**config.mk**
```make
export PLATFORM = sky130hd
export DESIGN_NAME = envelope_follower_flat
export DESIGN_NICKNAME = d
export VERILOG_FILES = /design/src/rtl/envelope_follower_if.sv /design/src/rtl/envelope_follower.sv /design/src/flat_wrapper.sv
export SDC_FILE = /design/constraint.sdc
export NUM_CORES = 1
export LEC_CHECK = 0
export ABC_AREA = 1
export CORE_MARGIN = 1
export CORE_UTILIZATION = 40
export CTS_BUF_LIST = sky130_fd_sc_hd__clkbuf_2 sky130_fd_sc_hd__clkbuf_4 sky130_fd_sc_hd__clkbuf_8
export DETAILED_ROUTE_END_ITERATION = 10
export PLACE_DENSITY_LB_ADDON = 0.2
export SYNTH_ARGS = -nofsm -noshare
export SYNTH_HDL_FRONTEND = slang
export SYNTH_SLANG_ARGS = --single-unit
```
**constraint.sdc**
```tcl
create_clock -name clk -period 6.2 [get_ports clk]
set_clock_uncertainty 0.15 [all_clocks]
set_input_delay 1.55 -clock clk [delete_from_list [all_inputs] [get_ports clk]]
set_output_delay 1.55 -clock clk [all_outputs]
set_load 0.03 [all_outputs]
```
**src/rtl/envelope_follower_if.sv**
```systemverilog
// Sample stream, control knobs and detector outputs of envelope_follower.
// The block drives the outputs through the slave modport; the master modport is the driving side.
interface envelope_follower_if #(
    parameter int DATA_WIDTH     = 32,
    parameter int ENVELOPE_WIDTH = 32
);
    logic                             sample_valid;
    logic signed [DATA_WIDTH-1:0]     audio_in;
    logic [3:0]                       attack_shift;
    logic [3:0]                       release_shift;
    logic [15:0]                      on_threshold;
    logic [15:0]                      off_threshold;
    logic [15:0]                      hold_ms;
    logic                             peak_clear;
    logic [ENVELOPE_WIDTH-1:0]        envelope_out;
    logic                             envelope_valid;
    logic                             gate_out;
    logic                             gate_on_pulse;
    logic [ENVELOPE_WIDTH-1:0]        peak_out;
    logic                             ms_pulse;

    modport master (
        output sample_valid, audio_in, attack_shift, release_shift,
               on_threshold, off_threshold, hold_ms, peak_clear,
        input  envelope_out, envelope_valid, gate_out, gate_on_pulse,
               peak_out, ms_pulse
    );

    modport slave (
        input  sample_valid, audio_in, attack_shift, release_shift,
               on_threshold, off_threshold, hold_ms, peak_clear,
        output envelope_out, envelope_valid, gate_out, gate_on_pulse,
               peak_out, ms_pulse
    );
endinterface

```
**src/rtl/envelope_follower.sv**
```systemverilog
// Two-stage attack/release envelope detector with a threshold gate (IDLE/ACTIVE/HOLD) and ms tick.
// Define ENVELOPE_FOLLOWER_PEAK_EN to build the peak-hold register; otherwise peak_out is tied to 0.
module envelope_follower #(
    parameter int DATA_WIDTH     = 32,
    parameter int ENVELOPE_WIDTH = 32,
    parameter int CYCLES_PER_MS  = 100000
) (
    input  logic               clk,
    input  logic               rst,
    envelope_follower_if.slave bus
);
    localparam int ALIGN_SHIFT = ENVELOPE_WIDTH - DATA_WIDTH + 1;
    localparam int MS_WIDTH    = $clog2(CYCLES_PER_MS + 1);
    localparam logic [MS_WIDTH-1:0] MS_LAST = MS_WIDTH'(CYCLES_PER_MS - 1);

    typedef enum logic [1:0] {IDLE, ACTIVE, HOLD} gate_state_e;

    logic                      magValid_q;
    logic [DATA_WIDTH-2:0]     mag_q, mag_d;
    logic [DATA_WIDTH-1:0]     negAudio;
    logic [3:0]                atkShift_q, relShift_q;
    logic [ENVELOPE_WIDTH-1:0] env_q, env_d, target, diff, step;
    logic                      envValid_q;
    logic [MS_WIDTH-1:0]       msCount_q;
    logic                      msPulse_q;
    gate_state_e               state_q;
    logic [15:0]               holdCount_q;
    logic                      gateOut_q, gateOnPulse_q;
    logic [15:0]               envTop;

    // The most negative sample has no positive twin, so it saturates to the largest magnitude.
    assign negAudio = -bus.audio_in;
    always_comb begin
        mag_d = bus.audio_in[DATA_WIDTH-2:0];
        if (bus.audio_in[DATA_WIDTH-1]) begin
            mag_d = (negAudio[DATA_WIDTH-2:0] == '0) ? '1 : negAudio[DATA_WIDTH-2:0];
        end
    end

    assign target = {mag_q, {ALIGN_SHIFT{1'b0}}};

    // Step is at most the distance to target, so the envelope can neither overshoot nor wrap.
    always_comb begin
        env_d = env_q;
        diff  = '0;
        step  = '0;
        if (target > env_q) begin
            diff  = target - env_q;
            step  = diff >> atkShift_q;
            if (step == '0) step = ENVELOPE_WIDTH'(1);
            env_d = env_q + step;
        end else if (target < env_q) begin
            diff  = env_q - target;
            step  = diff >> relShift_q;
            if (step == '0) step = ENVELOPE_WIDTH'(1);
            env_d = env_q - step;
        end
    end

    always_ff @(posedge clk) begin
        if (rst) begin
            magValid_q <= 1'b0;
            mag_q      <= '0;
            atkShift_q <= '0;
            relShift_q <= '0;
            envValid_q <= 1'b0;
            env_q      <= '0;
        end else begin
            magValid_q <= bus.sample_valid;
            if (bus.sample_valid) begin
                mag_q      <= mag_d;
                atkShift_q <= bus.attack_shift;
                relShift_q <= bus.release_shift;
            end
            envValid_q <= magValid_q;
            if (magValid_q) env_q <= env_d;
        end
    end

    always_ff @(posedge clk) begin
        if (rst) begin
            msCount_q <= '0;
            msPulse_q <= 1'b0;
        end else if (msCount_q == MS_LAST) begin
            msCount_q <= '0;
            msPulse_q <= 1'b1;
        end else begin
            msCount_q <= msCount_q + MS_WIDTH'(1);
            msPulse_q <= 1'b0;
        end
    end

    assign envTop = env_q[ENVELOPE_WIDTH-1 -: 16];

    // Re-arming from HOLD takes priority over the countdown and does not re-announce the note.
    always_ff @(posedge clk) begin
        if (rst) begin
            state_q       <= IDLE;
            holdCount_q   <= '0;
            gateOut_q     <= 1'b0;
            gateOnPulse_q <= 1'b0;
        end else begin
            gateOnPulse_q <= 1'b0;
            case (state_q)
                IDLE: begin
                    if (envValid_q && envTop >= bus.on_threshold) begin
                        state_q       <= ACTIVE;
                        gateOut_q     <= 1'b1;
                        gateOnPulse_q <= 1'b1;
                    end
                end
                ACTIVE: begin
                    if (envValid_q && envTop < bus.off_threshold) begin
                        if (bus.hold_ms == 16'd0) begin
                            state_q   <= IDLE;
                            gateOut_q <= 1'b0;
                        end else begin
                            state_q     <= HOLD;
                            holdCount_q <= bus.hold_ms;
                        end
                    end
                end
                HOLD: begin
                    if (envValid_q && envTop >= bus.on_threshold) begin
                        state_q <= ACTIVE;
                    end else if (msPulse_q) begin
                        holdCount_q <= holdCount_q - 16'd1;
                        if (holdCount_q <= 16'd1) begin
                            state_q   <= IDLE;
                            gateOut_q <= 1'b0;
                        end
                    end
                end
                default: begin
                    state_q   <= IDLE;
                    gateOut_q <= 1'b0;
                end
            endcase
        end
    end

    assign bus.envelope_out   = env_q;
    assign bus.envelope_valid = envValid_q;
    assign bus.gate_out       = gateOut_q;
    assign bus.gate_on_pulse  = gateOnPulse_q;
    assign bus.ms_pulse       = msPulse_q;

`ifdef ENVELOPE_FOLLOWER_PEAK_EN
    logic [ENVELOPE_WIDTH-1:0] peak_q;

    // Clear reloads from the envelope currently on the output rather than zero.
    always_ff @(posedge clk) begin
        if (rst) begin
            peak_q <= '0;
        end else if (bus.peak_clear) begin
            peak_q <= env_q;
        end else if (envValid_q && env_q > peak_q) begin
            peak_q <= env_q;
        end
    end

    assign bus.peak_out = peak_q;
`else
    logic unusedPeakClear;
    assign unusedPeakClear = bus.peak_clear;
    assign bus.peak_out    = '0;
`endif
endmodule

```
**src/flat_wrapper.sv**
```systemverilog
// flat-port wrapper written by rule: the top's interface ports become plain ports
module envelope_follower_flat 
#(
    parameter int DATA_WIDTH     = 32,
    parameter int ENVELOPE_WIDTH = 32,
    parameter int CYCLES_PER_MS  = 100000
)
  (clk, rst, bus_sample_valid, bus_audio_in, bus_attack_shift, bus_release_shift, bus_on_threshold, bus_off_threshold, bus_hold_ms, bus_peak_clear, bus_envelope_out, bus_envelope_valid, bus_gate_out, bus_gate_on_pulse, bus_peak_out, bus_ms_pulse);
  envelope_follower_if #(.DATA_WIDTH(DATA_WIDTH), .ENVELOPE_WIDTH(ENVELOPE_WIDTH)) bus_i ();
  input  logic clk;
  input  logic rst;
  input wire logic [$bits(bus_i.sample_valid)-1:0] bus_sample_valid;
  input wire logic [$bits(bus_i.audio_in)-1:0] bus_audio_in;
  input wire logic [$bits(bus_i.attack_shift)-1:0] bus_attack_shift;
  input wire logic [$bits(bus_i.release_shift)-1:0] bus_release_shift;
  input wire logic [$bits(bus_i.on_threshold)-1:0] bus_on_threshold;
  input wire logic [$bits(bus_i.off_threshold)-1:0] bus_off_threshold;
  input wire logic [$bits(bus_i.hold_ms)-1:0] bus_hold_ms;
  input wire logic [$bits(bus_i.peak_clear)-1:0] bus_peak_clear;
  output wire logic [$bits(bus_i.envelope_out)-1:0] bus_envelope_out;
  output wire logic [$bits(bus_i.envelope_valid)-1:0] bus_envelope_valid;
  output wire logic [$bits(bus_i.gate_out)-1:0] bus_gate_out;
  output wire logic [$bits(bus_i.gate_on_pulse)-1:0] bus_gate_on_pulse;
  output wire logic [$bits(bus_i.peak_out)-1:0] bus_peak_out;
  output wire logic [$bits(bus_i.ms_pulse)-1:0] bus_ms_pulse;
  assign bus_i.sample_valid = bus_sample_valid;
  assign bus_i.audio_in = bus_audio_in;
  assign bus_i.attack_shift = bus_attack_shift;
  assign bus_i.release_shift = bus_release_shift;
  assign bus_i.on_threshold = bus_on_threshold;
  assign bus_i.off_threshold = bus_off_threshold;
  assign bus_i.hold_ms = bus_hold_ms;
  assign bus_i.peak_clear = bus_peak_clear;
  assign bus_envelope_out = bus_i.envelope_out;
  assign bus_envelope_valid = bus_i.envelope_valid;
  assign bus_gate_out = bus_i.gate_out;
  assign bus_gate_on_pulse = bus_i.gate_on_pulse;
  assign bus_peak_out = bus_i.peak_out;
  assign bus_ms_pulse = bus_i.ms_pulse;
  envelope_follower #(.DATA_WIDTH(DATA_WIDTH), .ENVELOPE_WIDTH(ENVELOPE_WIDTH), .CYCLES_PER_MS(CYCLES_PER_MS)) u_core (.clk(clk), .rst(rst), .bus(bus_i));
endmodule
```
==> results.md <==
- Routed vias/inst: between 5 and 6
- Insertion delay of the later-clocked pin in the worst-skew pair: approximately 0.48 ns
- Number of max-slew violations in the final report: 0
- Die Area: 40,500 µm²
- Time the worst path needs with I/O delays and setup: 6.65 ns
- Number of placed I/O pins: 160
- Async set-or-reset flop fraction in the synthesized netlist: 0%
- Actual slew at the worst max-slew pin: ~0.82 ns
- Gate count of the mapped netlist: 2,754
- Critical Path End Type: flip-flop
- Count of hold buffers inserted by post-cts repair: 0
- Data arrival time of the critical path: around 6.9 ns
- Final Routed Wirelength: roughly 71,000 µm
- Overall power of the completed layout: 8.73 mW
- Pin count of the biggest net entering global routing: 68
- Standard cell core area: approximately 39,000 µm²
- Row count: 72
- Total track usage: about 34%
- Leakage power: around 12 nW
- Capture point of the worst path: u_core.bus.envelope_out[31]$_SDFFE_PP0P_
- Count of distinct cell types in the synthesized netlist: 62
- Mean area per synthesized cell: between 5 and 6 µm²
- Hold Path Cell Cnt: 2
- Switching share of total power: 52.1%
- Required time reported for the critical path endpoint: 6.41 ns
- Antenna diode count: 0
- Global route total overflow: 0
- Synth warn: 0
- Top-count cell post-synth: sky130_fd_sc_hd__nand2_1
- Worst hold slack: a little over 0.3 ns
- Largest stage delay on the critical path: roughly 0.37 ns
- Number of remaining DRC errors: 0
- Most frequently used flop master after synthesis: sky130_fd_sc_hd__dfxtp_1
- Nature of the critical path startpoint: flip-flop
- First-pass GRT wire length: around 110,000 µm
- Worst IR drop on VDD: 0.255 mV
- Cell depth of the worst flop-to-flop path: 52
- Leading post-synthesis cells by cell area: sky130_fd_sc_hd__nand2_1 (17%), sky130_fd_sc_hd__dfxtp_1 (14%), sky130_fd_sc_hd__ha_1 (10%)
- Antenna-violating nets left: 0
- Combinational fraction of design power: a little over four fifths
- Launching point of the worst reg2reg path: u_core.bus.envelope_out[5]$_SDFFE_PP0P_
- Worst setup slack before clock tree synthesis: -1.30 ns
- Ranking of synthesized cells by instance count: sky130_fd_sc_hd__nand2_1 (706), sky130_fd_sc_hd__inv_1 (384), sky130_fd_sc_hd__nand3_1 (258)
- Maximum clock rate: approximately 150 MHz
- GPL Wtd Cong: 1.00
- Terminus of the critical flop-to-flop path: u_core.bus.envelope_out[31]$_SDFFE_PP0P_
- Max-cap check violation count: 0
- Area fraction of the dominant cell type after synthesis: roughly 17%
- Number of synthesized register bits: 111
- Post-detailed-route wirelength per cell: about 18 µm
- Clock tree from TritonCTS: yes
- Worst R2R Setup Slack: -0.45 ns
- Clock tree sinks: ~110
- Post-detailed-placement half-perimeter wirelength: roughly 56,000 µm
- Library cell occupying the most area in the post-synthesis netlist: sky130_fd_sc_hd__nand2_1
- Period Utilization, post-route: 107%
- Worst min path class: flip-flop to flip-flop
- DR vias: 20,566
- Total of endpoints with negative setup slack in the final report: 15
- Number of levels in the clock H-tree: 3
- Internal power consumption: between 4 and 5 mW
- Layout net count: roughly 3,600
- Failing checks: negative setup slack
- Number of buffers created by CTS: 9
- Critical-path maximum fanout: 5
- Count of flip-flops with a built-in enable after synthesis: 0
- Setup TNS: -3.01 ns
- Mapped Area: around 16,000 µm²
- Setup repair after global routing missed its margin: true
- Initial cell density of the core: about two fifths
- Final Hold Fails: 0
- Area grow syn2layout: 54.5%
- Layout cells sized above 1: 35.2%
- Final worst setup slack: -0.451 ns
- Clock slew at reported path FFs: between 0.1 and 0.15 ns
- Chip width: roughly 200 µm
- Initial antenna violation count: 0
- Areal power density over the cells: around 360 nW/µm²
- Clk pwr share: 5.4%
- Worst Path Class, Setup: flip-flop to flip-flop
- Number of detailed-routing iterations run before antenna repair: 5
- Final core utilization: 63.1%
- Run status: complete, but fails checks
- Sequential fraction of the synthesis area: between 10 and 15%
- IO buf count: 126
- Initial detailed-routing violation count: 1,242
- Floorplan die height: between 200 and 250 µm
- Max_slew headroom: between 40% and 50%
- Worst setup path startpoint: u_core.bus.envelope_out[5]$_SDFFE_PP0P_
- Via count of the first global-routing pass: between 15,000 and 20,000
- Dominant cell type by count on the critical path: sky130_fd_sc_hd__buf_4
- Number of buffers on the longest clock path: 2
- Cell at the slowest stage of the critical path: sky130_fd_sc_hd__dfxtp_2
- Sw Pwr: between 4 and 5 mW
- Reg power frac: between 10% and 20%
- Clock root buffer: sky130_fd_sc_hd__clkbuf_8
[state kept, by name, summed over array words and instances, names as in the netlist]
signal and count:
u_core.atkShift_q 4, u_core.bus.envelope_out 32, u_core.bus.envelope_valid 1, u_core.bus.gate_on_pulse 1, u_core.bus.gate_out 1, u_core.bus.ms_pulse 1, u_core.holdCount_q 16, u_core.magValid_q 1
u_core.mag_q 31, u_core.msCount_q 17, u_core.relShift_q 4, u_core.state_q 2
[how the worst min path moves through the flow]
stage | startpoint | slack (ns) | end
2_1_floorplan | u_core.magValid_q$_SDFF_PP0_ | 0.25 | u_core.bus.envelope_valid$_SDFF_PP0_
5_1_grt | u_core.msCount_q[0]$_SDFF_PP0_ | 0.33 | u_core.msCount_q[0]$_SDFF_PP0_
3_3_place_gp | u_core.magValid_q$_SDFF_PP0_ | 0.27 | u_core.bus.envelope_valid$_SDFF_PP0_
6_report | u_core.magValid_q$_SDFF_PP0_ | 0.30 | u_core.bus.envelope_valid$_SDFF_PP0_
4_1_cts | u_core.magValid_q$_SDFF_PP0_ | 0.30 | u_core.bus.envelope_valid$_SDFF_PP0_
3_5_place_dp | u_core.magValid_q$_SDFF_PP0_ | 0.28 | u_core.bus.envelope_valid$_SDFF_PP0_
[cell usage in the layout (no fill, tap or decap), drive strengths merged, types with 2 or more instances in the layout]
master         count
conb              32
a21o              13
and2               3
nand3            263
a31oi             32
clkinv             2
dfxtp            111
or3                2
ha               133
clkdlybuf4s50    126
buf              572
fa                 3
nand4             33
nor2             201
or2                6
inv              390
nand2            709
nand3b             6
xor2              87
a21oi            208
o21ai            251
mux2i             10
clkbuf            10
nor3b              3
nor4              15
o211ai            31
a21boi            11
nor3              35
o21a               2
a211oi            14
xnor2             24
o31ai              2
[kinds of logic (layout without fill, tap and decap cells)]
kind of cell | after synthesis | count (layout) | share of synthesized area [%]
AND/OR/NAND/NOR | 1278 | 1278 | 35.1
AO/OA/AOI/OAI | 574 | 574 | 19.7
buffers and inverters | 533 | 1101 | 13.5
adder cells (fa/ha/maj) | 136 | 136 | 10.9
XOR/XNOR | 111 | 111 | 6.12
flip-flops | 111 | 111 | 14.0
multiplexers | 10 | 10 | 0.630
other | 1 | 32 | 0.0236
[layout make-up]
cell class	count	area, µm²
Fill cell	3738	14400
Tap cell	518	648
Clock buffer	10	131
Sequential cell	111	2290
Clock inverter	5	50.0
Inverter	388	1460
Multi-Input combinational cell	2141	14300
Timing Repair Buffer	698	5690
[layer usage]
layer | wire [µm] | part of all wire (%) | GRT usage [%]
met2 | 33900 | 48 | 59.9
met4 | 3680 | 5.2 | 16.5
met5 | 0 | 0 | 0
met1 | 30500 | 43 | 42.3
met3 | 2550 | 3.6 | 2.62
[power groups by stage]
stage | Combinational [mW] | Sequential, mW | Clock (mW)
2_1_floorplan | 3.03 | 1.01 | 0
3_3_place_gp | 5.79 | 0.939 | 0
3_5_place_dp | 5.85 | 0.944 | 0
4_1_cts | 6.70 | 0.937 | 0.481
5_1_grt | 7.89 | 0.958 | 0.501
6_report | 7.31 | 0.943 | 0.471
[through the flow]
step | instance area [µm²] | std cells
4_1_cts | 23400 | 3853
5_1_grt | 24500 | 3871
3_5_place_dp | 20900 | 3765
3_3_place_gp | 20900 | 3765
6_report | 24500 | 3871
2_1_floorplan | 16000 | 2785
[worst max-delay path: cells and delay by family (launching register included)]
family	cells	cell delay (ns)
AOI/OAI and AO/OA	3	0.43
xor gates and xnor gates	1	0.19
adders and majority gates	2	0.54
buffers and inverters	24	2.89
DFF	1	0.37
and+or+nand+nor	22	1.96
[timing repair]
action | 4_1_cts | 5_1_grt
setup endpoints to repair | 23 | 19
pin swaps | 130 | 105
setup buffers | 77 | 19
gates resized for setup | 461 | 274
Note: power is estimated with default switching activity, not from simulation.
